--- config.mk ---
export PLATFORM = sky130hd
export DESIGN_NAME = mem_arb
export DESIGN_NICKNAME = d
export VERILOG_FILES = /design/src/rtl/mem_arb.sv
export SDC_FILE = /design/constraint.sdc
export NUM_CORES = 1
export LEC_CHECK = 0
export ABC_AREA = 0
export ABC_CLOCK_PERIOD_IN_PS = 2390
export BUFFER_PORTS_ARGS = -buffer_cell sky130_fd_sc_hd__buf_4
export CAP_MARGIN = 40
export CORE_AREA = 2 2 105 107
export CTS_CLUSTER_DIAMETER = 120
export DETAILED_ROUTE_END_ITERATION = 12
export DIE_AREA = 0 0 107 109
export GPL_TIMING_DRIVEN = 0
export PLACE_DENSITY_LB_ADDON = 0.3
export SLEW_MARGIN = 20
export SYNTH_ARGS = -nofsm -noshare
export SYNTH_HDL_FRONTEND = slang
export SYNTH_SLANG_ARGS = --single-unit
--- constraint.sdc ---
create_clock -name clk -period 2.39 [get_ports clk]
set_input_delay 0.1195 -clock clk [delete_from_list [all_inputs] [get_ports clk]]
set_output_delay 0.1195 -clock clk [all_outputs]
set_load 0.02 [all_outputs]
--- src/rtl/mem_arb.sv ---
// mem_arb: round-robin arbiter sharing one single-port RAM between
// instruction fetch and load/store, with byte-lane and load formatting.
module mem_arb #(
   parameter int AW = 32,
   parameter int DW = 32
) (
   input  logic          clk,
   input  logic          rst,
   input  logic          if_req,
   input  logic [AW-1:0] if_addr,
   output logic          if_gnt,
   output logic          if_rvalid,
   output logic [DW-1:0] if_rdata,
   input  logic          d_req,
   input  logic          d_we,
   input  logic [2:0]    d_op,
   input  logic [AW-1:0] d_addr,
   input  logic [DW-1:0] d_wdata,
   output logic          d_gnt,
   output logic          d_err,
   output logic          d_rvalid,
   output logic [DW-1:0] d_rdata,
   output logic          mem_en,
   output logic          mem_we,
   output logic [3:0]    mem_be,
   output logic [AW-1:0] mem_addr,
   output logic [DW-1:0] mem_wdata,
   input  logic [DW-1:0] mem_rdata
);

   logic          r_prio;
   logic          r_pend_v;
   logic          r_pend_own;
   logic [2:0]    r_pend_op;
   logic [1:0]    r_pend_off;

   logic          w_if_win;
   logic          w_d_win;
   logic          w_d_acc;
   logic          w_isb;
   logic          w_ish;
   logic          w_isw;
   logic          w_mis;
   logic [1:0]    w_off;
   logic [DW-1:0] w_sh;
   logic [DW-1:0] w_fmt;

   // d_op[1:0] alone classifies width; 011/110/111 fall into word
   assign w_off = d_addr[1:0];
   assign w_isb = (d_op[1:0] == 2'b00);
   assign w_ish = (d_op[1:0] == 2'b01);
   assign w_isw = ~w_isb & ~w_ish;
   assign w_mis = (w_ish & w_off[0]) | (w_isw & (|w_off));

   assign w_if_win = rst & if_req & (~d_req | ~r_prio);
   assign w_d_win  = rst & d_req & (~if_req | r_prio);
   assign w_d_acc  = w_d_win & ~w_mis;

   assign if_gnt = w_if_win;
   assign d_gnt  = w_d_win;
   assign d_err  = w_d_win & w_mis;

   always_comb begin
      mem_en    = 1'b0;
      mem_we    = 1'b0;
      mem_be    = 4'b0000;
      mem_addr  = '0;
      mem_wdata = '0;
      if (w_if_win) begin
         mem_en   = 1'b1;
         mem_be   = 4'b1111;
         mem_addr = if_addr & ~AW'(3);
      end else if (w_d_acc) begin
         mem_en   = 1'b1;
         mem_we   = d_we;
         mem_addr = d_addr & ~AW'(3);
         if (!d_we) begin
            mem_be = 4'b1111;
         end else begin
            unique case (1'b1)
               w_isb: begin
                  mem_be    = 4'b0001 << w_off;
                  mem_wdata = {4{d_wdata[7:0]}};
               end
               w_ish: begin
                  mem_be    = 4'b0011 << w_off;
                  mem_wdata = {2{d_wdata[15:0]}};
               end
               w_isw: begin
                  mem_be    = 4'b1111;
                  mem_wdata = d_wdata;
               end
            endcase
         end
      end
   end

   always_ff @(posedge clk or negedge rst) begin
      if (!rst) begin
         r_prio     <= 1'b1;
         r_pend_v   <= 1'b0;
         r_pend_own <= 1'b0;
         r_pend_op  <= 3'b000;
         r_pend_off <= 2'b00;
      end else begin
         if (w_if_win | w_d_win)
            r_prio <= w_if_win;
         r_pend_v   <= mem_en & ~mem_we;
         r_pend_own <= w_d_acc;
         r_pend_op  <= d_op;
         r_pend_off <= d_addr[1:0];
      end
   end

   assign w_sh = mem_rdata >> {r_pend_off, 3'b000};

   always_comb begin
      case (r_pend_op[1:0])
         2'b00:   w_fmt = {{24{~r_pend_op[2] & w_sh[7]}}, w_sh[7:0]};
         2'b01:   w_fmt = {{16{~r_pend_op[2] & w_sh[15]}}, w_sh[15:0]};
         default: w_fmt = mem_rdata;
      endcase
   end

   assign if_rvalid = r_pend_v & ~r_pend_own;
   assign d_rvalid  = r_pend_v & r_pend_own;
   assign if_rdata  = if_rvalid ? mem_rdata : '0;
   assign d_rdata   = d_rvalid ? w_fmt : '0;

endmodule
* Word-level counts from Yosys, hierarchy flattened *
Cells that the tools add are included.
Widths: inputs -> output; s select.

storage, ports and cells
  output and inout bits = 139
  bits in registers = 8

cells by class
  eq/ne operators = 2
  reductions and logical operators = 3
  shift operators = 3
  muxes and demuxes = 17
  bitwise logic cells = 27

operator list
  operator             number
  $mux 32              7
  $pmux 32 s3          1
  $pmux 32 s2          1
  $shr 32x5->16        1
  $and 1x1->1          14
  $mux 4               3
  $pmux 4 s3           1
  $not 1->1            9
  $eq 2x1->1 const B   2
  $logic_not 2->1      2
  $mux 1               4
  $or 1x1->1           4
  $shl 1x2->4 const A  1
  $shl 2x2->4 const A  1
  $reduce_or 2->1      1

* Logic depth before layout (Yosys ltp) *
  depth after elaboration = 11
  gate-level depth with buffers = 6
  gate-level depth less buffers = 4

* Worst setup path before layout *
Ideal clock, no wire load.

  path type = reg2out
  start point = register r_pend_off[0]
  end point = output port d_rdata[13]
  arrival time = 1.611 ns
  cell stages (with the launch flop) = 6
  path slack = 0.660 ns
  path buffers = 2
  cell sequence = dfrtp_1 -> buf_4 -> inv_1 -> clkbuf_1 -> a221oi_1 -> o31ai_1

on the way
  longest elaborated chain between the ends = 4

RTL lines
  item                    line  RTL
  start, declared         35    logic [1:0] r_pend_off;
  start signal, assigned  111   r_pend_off <= d_addr[1:0];
  $shr 32x5->16 (*)       115   assign w_sh = mem_rdata >> {r_pend_off, 3'b000};
  $and 1x1->1             119   2'b00: w_fmt = {{24{~r_pend_op[2] & w_sh[7]}}, w_sh[7:0]};
  $pmux 32 s2 (*)         118   case (r_pend_op[1:0])
  $mux 32 (*)             128   assign d_rdata = d_rvalid ? w_fmt : '0;
  end, declared           22    output logic [DW-1:0] d_rdata,

Every way passes the cells marked *; elsewhere a longest branch is shown, timed or not.

* Worst setup path after layout *
  start point = input port rst
  end point = output port mem_wdata[13]

on the way
  longest elaborated chain between the ends = 5
  elaborated cells on any way between the ends = 7

RTL lines
  item                       line  RTL
  start, declared            8     input logic rst,
  $and 1x1->1 (2 in series)  56    assign w_d_win = rst & d_req & (~if_req | r_prio);
  $and 1x1->1                57    assign w_d_acc = w_d_win & ~w_mis;
  $mux 32                    73    end else if (w_d_acc) begin
  $mux 32 (*)                69    if (w_if_win) begin
  end, declared              27    output logic [DW-1:0] mem_wdata,

Marks and branches as above.

==> run metrics <==
Synth top cells by count and2_1, a22o_1, a21oi_1, mux2i_1, nor3_1; CORE AREA 0.0106 sq mm; post-synth top area share 10.2%; setup total negative slack 0 ns; CP startpoint rst; drt total wl 13000 um; die height 109 um; initial DRC count 174; global route overflow 0; TritonCTS sink count 8; initial antenna violation count 0; worst vdd ir 0.000102 V; vias in the first global route 3628; Crit. End Element primary output; Leak 2.40 nW; RSZ-0062 raised after global routing no; Bufs on Longest Clock Path 2; Chip Width 107 um; Hold Path Stages 1; H-tree depth 1; DIE AREA 0.0117 sq mm; RD Place Congestion 0.983; final hold violation count 0; Worst Path Required 2.27 ns; design area 0.00485 sq mm; Syn. warnings 0; Starting Density 24.4%; mapped cell area 0.00258 sq mm; drt wl/cell 17.5 um; status completed; FF+latch area 201 sq um; Initial DRT Pass Iterations 5; Area Overhead vs Synth 87.9%; worst reg2reg path endpoint r_pend_v; worst slew pin tran 0.744 ns; Reg2Reg Launch Point r_prio; power per cell area 253 mW/mm^2; clk slew on worst S/H paths 0.04 ns; Yosys reg bits 8; Synth area leaders a22o_1, mux2i_1, and2_1; DRC 0; final core utilization 45.8%; CP Launch Type primary input; largest net degree at the start of global routing 12; fin crit share 92.0%; Hold Path Class primary input to register; most common cell in the synthesized netlist and2_1; diodes inserted 0; Unique masters post-synth 46; clock latency on the worst-skew pair 0.22 ns; worst reg-to-reg path cell count 4; Max Fanout on Critical Path 11; Port Buffers 270; Hold Crit Start d_op[1]; EDFF count, synth 0; Fill cells 1062; Post-DP HPWL 11000 um; Tmin final 2.20 ns; Cells after Synth 329; number of buffers created by CTS 3; share of cells above drive strength 1 55.8%; row count 38; Data arrival, critical path 2.08 ns; clock skew 0.0000232 ns; R2R setup slack 1.18 ns; first-pass GRT wire length 18600 um; Root Driver clkbuf_8; Top FF cell, synth dfrtp_1; multi-input logic area 0.00212 sq mm; Final Net Count 743; antenna viol nets, final 0; Final setup viols 0; sequential element share of the synthesized area 7.80%; Max Cap Viol 0; Slew Viols, Final 0; # IOs 275; Avg Cell Area, Syn 7.85 sq um; Post-synth ARST share 100%; Total GRT Usage 20.0%; Endpoint, Worst Hold r_pend_op[1]; dpl cell area 0.00479 sq mm; fmax 455 MHz; via count 3877; CTS tree built; Slew HR 50.4%; critical path class primary input to primary output; vias per cell 5.20; area leader, netlist a22o_1; post-CTS sizing 0
timing repair:
item	in CTS	in global routing
setup buffers	0	0
hold buffers	2	0
endpoints found under the hold margin	9	0
layer usage:
| layer | share of wire (%) | wire length (um) | vias to the layer above | global-route usage, % |
|---|---|---|---|---|
| li1 | - | - | 1821 | - |
| met1 | 36 | 4630 | 1814 | 20.7 |
| met2 | 52 | 6790 | 216 | 38.9 |
| met3 | 9.2 | 1200 | 26 | 4.66 |
| met4 | 3.0 | 395 | 0 | 7.61 |
| met5 | 0 | 0 | - | 0 |
worst max-delay path by stage:
stage,slack (ns),to
final,0.19,mem_wdata[13]
after global routing,0.06,mem_wdata[13]
after CTS,0.22,mem_wdata[29]
after detailed placement,0.53,d_rdata[16]
after global placement,0.50,d_rdata[16]
after floorplan,0.66,d_rdata[13]
critical path, cell delays in order:
cell and delay [ns]:
dlygate4sd3_1 0.53, buf_4 0.18, nand2_1 0.09, o21ai_1 0.36, clkbuf_1 0.44, nor3_1 0.16, buf_4 0.20
placed cells by master, fill, tap and decap left out, drive strengths merged, types with 6 or more instances in the layout:
cell,n
buf,296
and2,34
nor3,33
a22o,30
a21oi,28
mux2i,25
clkbuf,18
mux2,18
a211oi,17
a22oi,16
inv,13
nor2,9
o31ai,8
a221oi,7
o22a,7
o221a,7
dfrtp,7
o21ai,6
sequential cells by signal (all words and copies together) (netlist names):
name        count
r_pend_off      2
r_prio          1
r_pend_v        1
r_pend_own      1
r_pend_op       3
report_power, final:
part / switching [mW] / internal (mW) / leakage [nW]
sequential: 0.0100 / 0.149 / 0.0954
clock: 0.0470 / 0.115 / 0.0228
combinational: 0.476 / 0.431 / 2.28
total: 0.533 / 0.695 / 2.40
cells by family after synthesis:
| group | count (synthesis) | synth area share [%] |
|---|---|---|
| and+or+nand+nor | 90 | 21.6 |
| buffers and inverters | 54 | 10.4 |
| xor gates and xnor gates | 1 | 0.339 |
| AOI/OAI and AO/OA | 131 | 41.2 |
| other | 1 | 0.145 |
| muxes | 44 | 18.5 |
| DFF | 8 | 7.80 |
metrics by stage:
step / total power [mW] / hold slack [ns] / setup slack [ns] / std cells
after floorplan: 0.630 / -0.176 / 0.660 / 330
after global placement: 1.05 / -0.0500 / 0.503 / 740
after detailed placement: 1.06 / -0.0472 / 0.531 / 740
after CTS: 1.23 / 0.0206 / 0.220 / 746
after global routing: 1.30 / 0.0175 / 0.0563 / 746
final: 1.23 / 0.0273 / 0.191 / 746
area by class of cell:
class                      count  share of cell area (%)
clock buffer                   4                   0.928
inverter                      14                    1.08
timing repair buffer         272                    42.2
sequential                     8                    4.15
buffer                        40                    4.43
multi-input combinational    268                    43.6
tap                          140                    3.61
(Power assumes the default switching activity.)
